### src/rtl/keypad_pkg.sv
// -----------------------------------------------------------------------------
// keypad_pkg
// Shared types and helpers for the 10-key decimal keypad front end.
//   state_t        : debounce FSM states (IDLE, DEBOUNCE, HELD, RELEASE)
//   NUM_KEYS       : number of raw key lines (10)
//   CODE_W         : width of the binary key code (4)
//   onehot_to_idx  : one-hot key vector -> binary index 0..9
//   is_onehot      : true when exactly one key line is set
// -----------------------------------------------------------------------------
package keypad_pkg;

   localparam int NUM_KEYS = 10;
   localparam int CODE_W   = 4;

   typedef enum logic [1:0] {
      IDLE     = 2'd0,
      DEBOUNCE = 2'd1,
      HELD     = 2'd2,
      RELEASE  = 2'd3
   } state_t;

   // OR-ing the indices of all set bits is exact for a one-hot input and
   // avoids a priority chain.
   function automatic logic [CODE_W-1:0] onehot_to_idx(input logic [NUM_KEYS-1:0] oh);
      logic [CODE_W-1:0] idx;
      idx = '0;
      for (int i = 0; i < NUM_KEYS; i++) begin
         if (oh[i]) begin
            idx = idx | CODE_W'(i);
         end
      end
      return idx;
   endfunction

   function automatic logic is_onehot(input logic [NUM_KEYS-1:0] v);
      return ($countones(v) == 1);
   endfunction

endpackage

### src/rtl/keypad_sync.sv
// -----------------------------------------------------------------------------
// keypad_sync
// Two-flop synchronizer for the raw, asynchronous keypad lines.
//   clk     in   clock
//   rst     in   asynchronous active-high reset (flops clear to 0)
//   keys_i  in   raw key lines
//   keys_o  out  synchronized key lines (keys_s)
// -----------------------------------------------------------------------------
module keypad_sync
   import keypad_pkg::*;
(
   input  logic                clk,
   input  logic                rst,
   input  logic [NUM_KEYS-1:0] keys_i,
   output logic [NUM_KEYS-1:0] keys_o
);

   logic [NUM_KEYS-1:0] meta_q;
   logic [NUM_KEYS-1:0] sync_q;

   always_ff @(posedge clk or posedge rst) begin
      if (rst) begin
         meta_q <= '0;
         sync_q <= '0;
      end else begin
         meta_q <= keys_i;
         sync_q <= meta_q;
      end
   end

   assign keys_o = sync_q;

endmodule

### src/rtl/keypad_ctrl.sv
// -----------------------------------------------------------------------------
// keypad_ctrl
// Debounced, multi-key-rejecting front end for the 10-key keypad. Each
// accepted press becomes one 4-bit code delivered over valid/ready.
//   clk          in   clock
//   rst          in   asynchronous active-high reset
//   keys_in      in   raw key lines (bit i = key i pressed)
//   key_code     out  binary key index 0..9
//   key_valid    out  key_code holds an undelivered event
//   key_ready    in   consumer accepts when key_valid && key_ready
//   key_overrun  out  sticky: an event was dropped (output occupied)
//   overrun_clr  in   clears key_overrun (a same-cycle overrun wins)
// Optional feature: define KEYPAD_AUTOREPEAT_EN to emit auto-repeat events
// while a key is held (REPEAT_DELAY to the first, REPEAT_RATE thereafter).
// -----------------------------------------------------------------------------
module keypad_ctrl
   import keypad_pkg::*;
#(
   parameter int DEBOUNCE_CYCLES = 4,
   parameter int REPEAT_DELAY    = 16,
   parameter int REPEAT_RATE     = 8
) (
   input  logic                clk,
   input  logic                rst,
   input  logic [NUM_KEYS-1:0] keys_in,
   output logic [CODE_W-1:0]   key_code,
   output logic                key_valid,
   input  logic                key_ready,
   output logic                key_overrun,
   input  logic                overrun_clr
);

   localparam int CNT_W = (DEBOUNCE_CYCLES > 2) ? $clog2(DEBOUNCE_CYCLES) : 1;
   localparam logic [CNT_W-1:0] CNT_LAST = CNT_W'(DEBOUNCE_CYCLES - 1);

   logic [NUM_KEYS-1:0] keys_s;

   state_t              state_q, state_d;
   logic [CNT_W-1:0]    cnt_q, cnt_d;
   logic [NUM_KEYS-1:0] cand_q, cand_d;
   logic [CODE_W-1:0]   code_q, code_d;
   logic                valid_q, valid_d;
   logic                ovr_q, ovr_d;
   logic                ev;
   logic                rpt_fire;

   keypad_sync u_sync (
      .clk    (clk),
      .rst    (rst),
      .keys_i (keys_in),
      .keys_o (keys_s)
   );

`ifdef KEYPAD_AUTOREPEAT_EN
   localparam int RPT_MAX = (REPEAT_DELAY > REPEAT_RATE) ? REPEAT_DELAY : REPEAT_RATE;
   localparam int RPT_W   = (RPT_MAX > 2) ? $clog2(RPT_MAX) : 1;

   logic [RPT_W-1:0] rpt_q, rpt_d;
   logic             rpt_first_q, rpt_first_d;

   // The counter is held at zero outside HELD, so every entry into HELD
   // (from DEBOUNCE or back from a release bounce) starts a fresh delay.
   always_comb begin
      rpt_d       = rpt_q;
      rpt_first_d = rpt_first_q;
      rpt_fire    = 1'b0;
      if (state_q != HELD) begin
         rpt_d       = '0;
         rpt_first_d = 1'b1;
      end else if (keys_s != '0) begin
         if (rpt_q == (rpt_first_q ? RPT_W'(REPEAT_DELAY - 1) : RPT_W'(REPEAT_RATE - 1))) begin
            rpt_fire    = 1'b1;
            rpt_d       = '0;
            rpt_first_d = 1'b0;
         end else begin
            rpt_d = rpt_q + 1'b1;
         end
      end
   end

   always_ff @(posedge clk or posedge rst) begin
      if (rst) begin
         rpt_q       <= '0;
         rpt_first_q <= 1'b1;
      end else begin
         rpt_q       <= rpt_d;
         rpt_first_q <= rpt_first_d;
      end
   end
`else
   assign rpt_fire = 1'b0;
`endif

   // Debounce FSM: next state and event strobe.
   always_comb begin
      state_d = state_q;
      cnt_d   = cnt_q;
      cand_d  = cand_q;
      ev      = 1'b0;
      unique case (state_q)
         IDLE: begin
            if (is_onehot(keys_s)) begin
               cand_d  = keys_s;
               cnt_d   = '0;
               state_d = DEBOUNCE;
            end
         end
         DEBOUNCE: begin
            if (keys_s != cand_q) begin
               state_d = IDLE;
            end else if (cnt_q == CNT_LAST) begin
               state_d = HELD;
               ev      = 1'b1;
            end else begin
               cnt_d = cnt_q + 1'b1;
            end
         end
         HELD: begin
            // Rollover or an extra key while held is deliberately ignored.
            if (keys_s == '0) begin
               cnt_d   = '0;
               state_d = RELEASE;
            end else if (rpt_fire) begin
               ev = 1'b1;
            end
         end
         RELEASE: begin
            if (keys_s != '0) begin
               state_d = HELD;
            end else if (cnt_q == CNT_LAST) begin
               state_d = IDLE;
            end else begin
               cnt_d = cnt_q + 1'b1;
            end
         end
         default: state_d = IDLE;
      endcase
   end

   // Output register: load when empty or being drained this cycle; a
   // blocked event is dropped and flagged, and beats a same-cycle clear.
   always_comb begin
      code_d  = code_q;
      valid_d = valid_q;
      ovr_d   = ovr_q;
      if (overrun_clr) begin
         ovr_d = 1'b0;
      end
      if (ev) begin
         if (!valid_q || key_ready) begin
            code_d  = onehot_to_idx(cand_q);
            valid_d = 1'b1;
         end else begin
            ovr_d = 1'b1;
         end
      end else if (valid_q && key_ready) begin
         valid_d = 1'b0;
      end
   end

   always_ff @(posedge clk or posedge rst) begin
      if (rst) begin
         state_q <= IDLE;
         cnt_q   <= '0;
         cand_q  <= '0;
         code_q  <= '0;
         valid_q <= 1'b0;
         ovr_q   <= 1'b0;
      end else begin
         state_q <= state_d;
         cnt_q   <= cnt_d;
         cand_q  <= cand_d;
         code_q  <= code_d;
         valid_q <= valid_d;
         ovr_q   <= ovr_d;
      end
   end

   assign key_code    = code_q;
   assign key_valid   = valid_q;
   assign key_overrun = ovr_q;

endmodule

### config.mk
export PLATFORM = sky130hd
export DESIGN_NAME = keypad_ctrl
export DESIGN_NICKNAME = d
export VERILOG_FILES = /design/src/rtl/keypad_pkg.sv /design/src/rtl/keypad_sync.sv /design/src/rtl/keypad_ctrl.sv
export SDC_FILE = /design/constraint.sdc
export NUM_CORES = 1
export LEC_CHECK = 0
export ABC_AREA = 1
export BUFFER_PORTS_ARGS = -buffer_cell sky130_fd_sc_hd__buf_2
export CAP_MARGIN = 20
export CORE_AREA = 2 2 55 108
export CTS_CLUSTER_DIAMETER = 120
export DETAILED_ROUTE_END_ITERATION = 8
export DIE_AREA = 0 0 57 110
export PLACE_DENSITY = 0.62
export SYNTH_ARGS = -nofsm -noshare
export SYNTH_HDL_FRONTEND = slang
export SYNTH_SLANG_ARGS = --single-unit
export TNS_END_PERCENT = 20
### constraint.sdc
create_clock -name clk -period 4.7 [get_ports clk]
set_input_delay 1.175 -clock clk [delete_from_list [all_inputs] [get_ports clk]]
set_output_delay 1.175 -clock clk [all_outputs]
set_load 0.03 [all_outputs]
==> flow_summary.yaml, run 1 <==
outcome:
  status: "finished, final reports clean"
sta:
  slew_headroom: 0.586
  tightestPinTransition_ns: 0.619
  setup_viol: 0
  hold_viol_final: 0
  min_period_over_period: 0.807
  drv_slew: 0
  finalCriticalPeriod_ns: 3.79
  max_freq_mhz: 264
  rsz0062_at_grt: "no"
  tns_ns: 0
  finClkSkew_ns: 0.0170
  setup_slack_ns: 0.907
die:
  core_area_mm2: 0.00542
  start_util: 0.347
  rows: 38
  io_pins: 20
  die_y_um: 110
  die_area_mm2: 0.00627
  die_w_um: 57
pwr:
  peakVddDrop_mv: 0.228
  power_frac_seq: 0.473
  p_sw_w: 0.000373
  leakage_nw: 1.10
  switching_share: 0.373
  combPwrFrac: 0.306
  power.share.clock: 0.221
  p_int_w: 0.000627
  p_per_area_mw_per_mm2: 468
worst_setup_path:
  critPathArrivalTime_ns: 3.99
  rrSetupSlack_ns: 0.91
  worstSetupStartpointType: "flip-flop"
  max_stage_delay_ns: 0.52
  rr_worst_depth: 12
  path_cells: "fa_1 > fa_1 > inv_1 > fa_1 > inv_1 > ha_1 > inv_1 > fa_1 > nand2_1 > a21oi_1 > nand3_1 > o21ai_0"
  crit_buf_inv: 3
  r2r_start: "u_sync.keys_o[0]"
  cp.depth: 12
  crit_start: "u_sync.keys_o[0]"
  reg2reg_to: "cand_q[0]"
  required_ns: 4.89
  cp-end-kind: "flip-flop"
  path_class: "reg -> reg"
  cp_common_cell: "fa_1"
  cp_slowest_cell: "fa_1"
  cp_max_fo: 20
  cp_top_family: "adder cells"
clock_network:
  clockRootBuffer: "clkbuf_8"
  cts_setup_buffers: 0
  post_cts_resized: 0
  clk_transition_reported_paths_ns: 0.09
  clockBufferDepth: 2
  cts_hold_buf: 0
  cts_tree: "built"
  clk-insertion-delay-late_ns: 0.30
  cts-htree-levels: 2
  cts_sinks: 40
  cts_buffers: 5
placement:
  dp_hpwl_um: 2730
  post-place-cells: 283
  routabilityCongestion: 0.901
  post-place-ws_ns: 0.919
  io_buffers: 19
  dpl_cell_area_mm2: 0.00205
yosys:
  synthTopCellsByArea: "dfrtp_1 53%, nand2_1 11%, fa_1 6.4%"
  synth_warnings: 0
  ys_types: 25
  synth_seq_area_share: 0.532
  synthCells: 205
  async_flop_share: 1.00
  yosys_most_used_dff: "dfrtp_1"
  synth_edf_count: 0
  synth_top_area_share: 0.532
  synth_area_mm2: 0.00188
  synth_largest_area_cell: "dfrtp_1"
  syn-num-nets: 229
  synth_seq_cells: 40
  synth_area_per_cell_um2: 9.19
worst_hold_path:
  whs_path_depth: 0
  hold_end: "u_sync.keys_o[5]"
  min-delay-start: "u_sync.meta_q[5]"
  hold_class: "reg -> reg"
detailed_routing:
  drt_iter0_drc: 23
  viasPerCell: 4.62
  drc: 0
  wl_per_cell_um: 12.2
  vias: 1340
  drt_first_pass_iters: 5
  ant_nets: 0
  totalWireLength_um: 3550
finish:
  syn_to_final_growth_pct: 13.4
  drive_gt1_frac: 0.165
  post-route-util: 0.394
  stdcell_area_mm2: 0.00213
  final_common_cell: "nand2_1"
  layoutNonFillerInstCount: 290
  final_cell_mix: "57 x nand2_1, 40 x dfrtp_1, 30 x inv_1"
  final_nets: 254
  antennaDiodeCount: 0
job:
  cap_violations: 0
global_routing:
  grt_pass1_vias: 1398
  grt_max_degree: 41
  grt_pass1_wl_um: 6180
  antenna_found_initial: 0
  grt_use_total: 0.132
  grt_overflow: 0
-- power by group through the flow --
stage | combinational [W] | clock, W | sequential (W)
2_1_floorplan | 0.000251 | 0 | 0.000461
3_3_place_gp | 0.000300 | 0 | 0.000479
3_5_place_dp | 0.000308 | 0 | 0.000481
4_1_cts | 0.000312 | 0.000233 | 0.000474
5_1_grt | 0.000366 | 0.000242 | 0.000484
6_report | 0.000305 | 0.000221 | 0.000473
-- cell usage after synthesis (3+ instances only) --
library cell / number
fa_1: 6
inv_1: 30
o21ai_0: 11
inv_2: 4
nand4_1: 4
nor4_1: 3
xnor2_1: 4
ha_1: 4
o21ai_1: 7
dfrtp_1: 40
nor2_1: 11
nand2_1: 57
nand3_1: 8
-- routing by layer --
layer	global-route usage	share of wire	vias up
met5	0	0	-
met4	0.0748	0.033	0
met3	0.0292	0.035	9
met2	0.255	0.56	24
met1	0.123	0.37	624
li1	-	-	683
-- worst max path at each step --
stage	end
floorplan	cnt_q[0]
CTS	cand_q[0]
global route	cand_q[4]
global placement	cand_q[0]
finish	cand_q[0]
detailed placement	cand_q[2]
-- worst reg2reg max path, stage by stage, from the launching register on --
cell	delay, ns
dfrtp_1	0.44
fa_1	0.52
fa_1	0.51
inv_1	0.04
fa_1	0.42
inv_1	0.06
ha_1	0.15
inv_1	0.05
fa_1	0.48
nand2_1	0.05
a21oi_1	0.15
nand3_1	0.48
o21ai_0	0.34
-- logic make-up after synthesis --
family                   share of synthesized area
XOR/XNOR                                    0.0279
flip-flops                                   0.532
adder cells (fa/ha/maj)                     0.0904
AND/OR/NAND/NOR                              0.221
buffers and inverters                       0.0718
AO/OA/AOI/OAI                               0.0578
-- registers in the layout (all words and copies together) (netlist names) --
register	cells
u_sync.meta_q	10
u_sync.keys_o	10
key_valid	1
key_overrun	1
cand_q	10
state_q	2
key_code	4
cnt_q	2
-- stage by stage --
stage               total power (W)  hold slack (ns)
floorplan                  0.000712            0.331
global placement           0.000779            0.331
detailed placement         0.000789            0.335
CTS                         0.00102            0.341
global route                0.00109            0.348
finish                     0.000999            0.336
-- area by class of cell --
class / count / area [um^2]
sequential: 40 / 1000
timing repair buffer: 20 / 103
clock inverter: 2 / 12.5
multi-input combinational: 129 / 747
fill: 573 / 3290
tap: 60 / 75.1
clock buffer: 5 / 68.8
inverter: 34 / 128
No activity file was read; power rests on OpenSTA's default activity.
==> run 2, diff against run 1 <==
Settings changed: ABC_AREA 1 to 0, CORE_AREA 2 2 55 108 to 2 2 53 104, DIE_AREA 0 0 57 110 to 0 0 55 106.
Clock period 4.7 ns to 3.6 ns, I/O delays scaled along.
==> flow_summary.yaml, run 2 <==
outcome:
  status: "finished, violations left"
  violations: "setup timing"
worst_setup_path:
  cp-end-kind: "flip-flop"
  required_ns: 3.77
  critPathArrivalTime_ns: 4.00
  worstSetupStartpointType: "flip-flop"
  cp_max_fo: 10
  path_class: "reg -> reg"
die:
  start_util: 0.344
  rows: 37
  die_w_um: 55
  io_pins: 20
  core_area_mm2: 0.00509
  die_y_um: 106
  die_area_mm2: 0.00583
global_routing:
  grt_use_total: 0.128
  grt_pass1_vias: 1121
  grt_max_degree: 41
  antenna_found_initial: 0
  grt_pass1_wl_um: 5240
  grt_overflow: 0
sta:
  hold_viol_final: 0
  setup_slack_ns: -0.222
  drv_slew: 0
  max_freq_mhz: 262
  rsz0062_at_grt: "yes"
  slew_headroom: 0.678
  finClkSkew_ns: 0.00779
  setup_viol: 14
  min_period_over_period: 1.06
  finalCriticalPeriod_ns: 3.82
  tightestPinTransition_ns: 0.479
finish:
  antennaDiodeCount: 0
  drive_gt1_frac: 0.361
  fillers: 496
  final_common_cell: "dfrtp_1"
  post-route-util: 0.418
  syn_to_final_growth_pct: 21.4
  layoutNonFillerInstCount: 224
  final_cell_mix: "40 x dfrtp_1, 19 x buf_2, 16 x inv_1"
  final_nets: 190
detailed_routing:
  ant_nets: 0
  vias: 1084
  drt_first_pass_iters: 4
  drc: 0
  totalWireLength_um: 3110
  wl_per_cell_um: 13.9
  drt_iter0_drc: 17
  viasPerCell: 4.84
clock_network:
  clockBufferDepth: 2
  clk-insertion-delay-late_ns: 0.29
  cts_sinks: 40
  cts_hold_buf: 0
  clk_transition_reported_paths_ns: 0.07
  clockRootBuffer: "clkbuf_8"
  cts-htree-levels: 2
  cts_tree: "built"
  cts_buffers: 5
placement:
  routabilityCongestion: 0.754
  post-place-ws_ns: -0.263
  post-place-cells: 215
  dp_hpwl_um: 2360
  io_buffers: 19
job:
  cap_violations: 0
yosys:
  synth_area_per_cell_um2: 13.5
  synth_seq_cells: 40
  synth_warnings: 0
  synth_area_mm2: 0.00175
  async_flop_share: 1.00
  synth_largest_area_cell: "dfrtp_1"
  synthTopCellsByCount: "40 x dfrtp_1, 18 x inv_1, 10 x mux2_2, 8 x xnor2_1, 7 x nand2_1"
  synth_top_area_share: 0.571
  yosys_most_used_dff: "dfrtp_1"
  synthCells: 130
  yosys.cell_count.top_type: "dfrtp_1"
  syn-num-nets: 154
  ys_types: 31
  synth_edf_count: 0
  synth_seq_area_share: 0.571
  synthTopCellsByArea: "dfrtp_1 57%, fa_1 6.8%, mux2_2 6.4%"
pwr:
  leakage_nw: 0.997
  fin_total_pwr_w: 0.00128
  peakVddDrop_mv: 0.340
  p_per_area_mw_per_mm2: 599
worst_hold_path:
  hold_class: "reg -> reg"
[run 2: cell count changes after synthesis, sizes merged, moves of 2 or more]
cell | previous run | this run
nand3 | 9 | 1
o2111ai | 0 | 2
or2 | 2 | 0
nor2 | 14 | 5
xnor2 | 4 | 8
inv | 34 | 18
mux2 | 0 | 13
nand4 | 6 | 3
nor3 | 1 | 3
o21ai | 18 | 3
nand2 | 57 | 7
[run 2: worst paths after layout]
kind                                  start                to  slack (ns)  cells past startpoint
max reg2reg                u_sync.keys_o[0]         cand_q[8]       -0.22                     13
min                        u_sync.meta_q[4]  u_sync.keys_o[4]        0.34                      0
max in group asynchronous               rst         cand_q[7]        2.55                      3
min in group asynchronous               rst  u_sync.keys_o[4]        0.71                      3
max                        u_sync.keys_o[0]         cand_q[8]       -0.22                     13
min reg2reg                u_sync.meta_q[4]  u_sync.keys_o[4]        0.34                      0
[run 2: cell type report]
cell class              count  area [um^2]  share of cell area
clock inverters             1         5.00             0.00235
inverters                  18         67.6              0.0317
flip-flops and latches     40         1000               0.470
clock buffers               6         72.6              0.0341
multi-input cells          71          721               0.338
repair buffers             30          190              0.0893
well taps                  58         72.6              0.0341
[run 2: power breakdown]
group | total (W) | leakage, nW | switching [W] | internal [W]
Sequential | 0.000605 | 0.486 | 0.0000809 | 0.000524
Combinational | 0.000394 | 0.470 | 0.000171 | 0.000223
Clock | 0.000277 | 0.0410 | 0.000145 | 0.000132
[run 2: through the flow]
stage,hold slack [ns],TNS (ns),instance area [um^2]
after floorplan,0.331,-2.02,1760
after global placement,0.332,-1.72,2010
after detailed placement,0.336,-2.46,2010
after CTS,0.349,-2.34,2110
after global routing,0.353,-4.48,2130
final,0.340,-2.32,2130
[run 2: what timing repair did]
action,4_1_cts,5_1_grt
setup buffers,1,1
resized for setup,3,4
setup endpoints to repair,10,14
pin swaps,1,0
[run 2: cells by family after synthesis]
family / share of synthesized area
AOI/OAI and AO/OA: 0.0514
xor gates and xnor gates: 0.0499
DFF: 0.571
adders and majority gates: 0.0970
muxes: 0.0956
buffers and inverters: 0.0407
and+or+nand+nor: 0.0949
[run 2: routing by layer]
layer | global-route usage | up-vias | wire length, um
met3 | 0.0393 | 11 | 118
met1 | 0.129 | 544 | 1060
met5 | 0 | - | 0
met4 | 0.0749 | 0 | 123
li1 | - | 502 | -
met2 | 0.215 | 27 | 1800
[run 2: critical path: stages (launching register included)]
cell,delay [ns]
dfrtp_1,0.40
fa_1,0.50
fa_1,0.54
inv_2,0.04
fa_1,0.44
inv_1,0.08
ha_2,0.18
inv_2,0.04
fa_2,0.36
a2111oi_4,0.27
o211ai_1,0.18
nor3_4,0.18
buf_12,0.16
mux2_2,0.33
==> run 3, diff against run 2 <==
Settings changed: HOLD_SLACK_MARGIN set to 0.05, RECOVER_POWER set to 50.
==> flow_summary.yaml, run 3 (synthesis gave the netlist of run 2 again) <==
detailed_routing:
  totalWireLength_um: 3110
  ant_nets: 0
  wl_per_cell_um: 13.9
  drt_first_pass_iters: 3
  vias: 1087
  drc: 0
  viasPerCell: 4.85
  drt_iter0_drc: 17
worst_setup_path:
  cp_slowest_cell: "fa_1"
  cp_common_cell: "fa_1"
  path_cells: "fa_1 > fa_1 > inv_2 > fa_1 > inv_1 > ha_2 > inv_2 > fa_2 > a2111oi_4 > o211ai_1 > nor3_4 > buf_12 > mux2_2"
  crit_start: "u_sync.keys_o[0]"
  required_ns: 3.77
  cp_max_fo: 10
  path_class: "reg -> reg"
  cp-end-kind: "flip-flop"
  r2r_start: "u_sync.keys_o[0]"
  crit_buf_inv: 4
  worstSetupStartpointType: "flip-flop"
  cp_top_family: "adder cells"
  max_stage_delay_ns: 0.54
  critPathArrivalTime_ns: 4.00
sta:
  setup_slack_ns: -0.222
  min_period_over_period: 1.06
  tightestPinTransition_ns: 2.03
  finalCriticalPeriod_ns: 3.82
  hold_viol_final: 0
  finClkSkew_ns: 0.00777
  max_freq_mhz: 262
  setup_viol: 14
  drv_slew: 41
  rsz0062_at_grt: "yes"
  hold_slack_ns: 0.340
  slew_headroom: -0.355
placement:
  post-place-cells: 215
  dp_hpwl_um: 2360
  io_buffers: 19
  dpl_cell_area_mm2: 0.00201
  routabilityCongestion: 0.754
  post-place-ws_ns: -0.263
pwr:
  leakage_nw: 0.994
  p_per_area_mw_per_mm2: 600
  fin_total_pwr_w: 0.00128
  peakVddDrop_mv: 0.340
clock_network:
  clockRootBuffer: "clkbuf_8"
  clk_transition_reported_paths_ns: 0.07
  cts_tree: "built"
  cts_hold_buf: 0
  cts-htree-levels: 2
  cts_sinks: 40
  cts_buffers: 5
  clk-insertion-delay-late_ns: 0.29
  clockBufferDepth: 2
global_routing:
  grt_pass1_vias: 1121
  grt_pass1_wl_um: 5240
  antenna_found_initial: 0
  grt_max_degree: 41
  grt_overflow: 0
  grt_use_total: 0.128
finish:
  seq_area_mm2: 0.00100
  layoutNonFillerInstCount: 224
  antennaDiodeCount: 0
  final_cell_mix: "40 x dfrtp_1, 19 x buf_2, 16 x inv_1"
  syn_to_final_growth_pct: 21.2
  multi_input_area_um2: 721
  drive_gt1_frac: 0.355
  final_nets: 190
  final_common_cell: "dfrtp_1"
  fillers: 498
  stdcell_area_mm2: 0.00213
die:
  die_w_um: 55
  die_area_mm2: 0.00583
  rows: 37
  io_pins: 20
  die_y_um: 106
  core_area_mm2: 0.00509
  start_util: 0.344
worst_hold_path:
  min-delay-start: "u_sync.meta_q[4]"
  hold_class: "reg -> reg"
outcome:
  status: "finished, violations left"
  violations: "capacitance limit, slew limit, setup timing"
job:
  cap_violations: 1
==> run 3: final cells by class <==
class | count | area share
sequential | 40 | 0.471
multi-input combinational | 71 | 0.339
clock inverter | 1 | 0.00235
inverter | 18 | 0.0318
clock buffer | 6 | 0.0341
tap | 58 | 0.0341
timing repair buffer | 30 | 0.0877
==> run 3: report_power, final <==
part,total (W),leakage [nW],internal (W),switching [W]
Clock,0.000277,0.0410,0.000132,0.000145
Sequential,0.000605,0.486,0.000524,0.0000809
Combinational,0.000394,0.467,0.000222,0.000171
Total,0.00128,0.994,0.000878,0.000397
==> run 3: what timing repair did <==
action	4_1_cts	5_1_grt
buffers inserted	1	1
setup endpoints to repair	10	14
pin swaps	1	0
gates resized for setup	3	4
==> run 3: routing by layer <==
metal  GRT usage  share of wire  wire [um]  vias up
met2       0.215           0.58       1800       27
met3      0.0393          0.038        118       11
met4      0.0749          0.040        123        0
met5           0              0          0        -
met1       0.129           0.34       1060      547
li1            -              -          -      502
==> run 3: worst paths after layout <==
path,slack [ns],cells past startpoint,endpoint
max in group asynchronous,1.11,3,cand_q[7]
min in group asynchronous,1.33,3,u_sync.keys_o[6]
hold reg to reg,0.34,0,u_sync.keys_o[4]
setup / recovery,-0.22,13,cand_q[8]
setup reg to reg,-0.22,13,cand_q[8]
hold / removal,0.34,0,u_sync.keys_o[4]
==> run 3: per-stage QoR <==
step	setup TNS (ns)	util
final	-2.32	0.417
after CTS	-2.34	0.415
after detailed placement	-2.46	0.394
after global routing	-4.48	0.417
after global placement	-1.72	0.394
after floorplan	-2.02	-
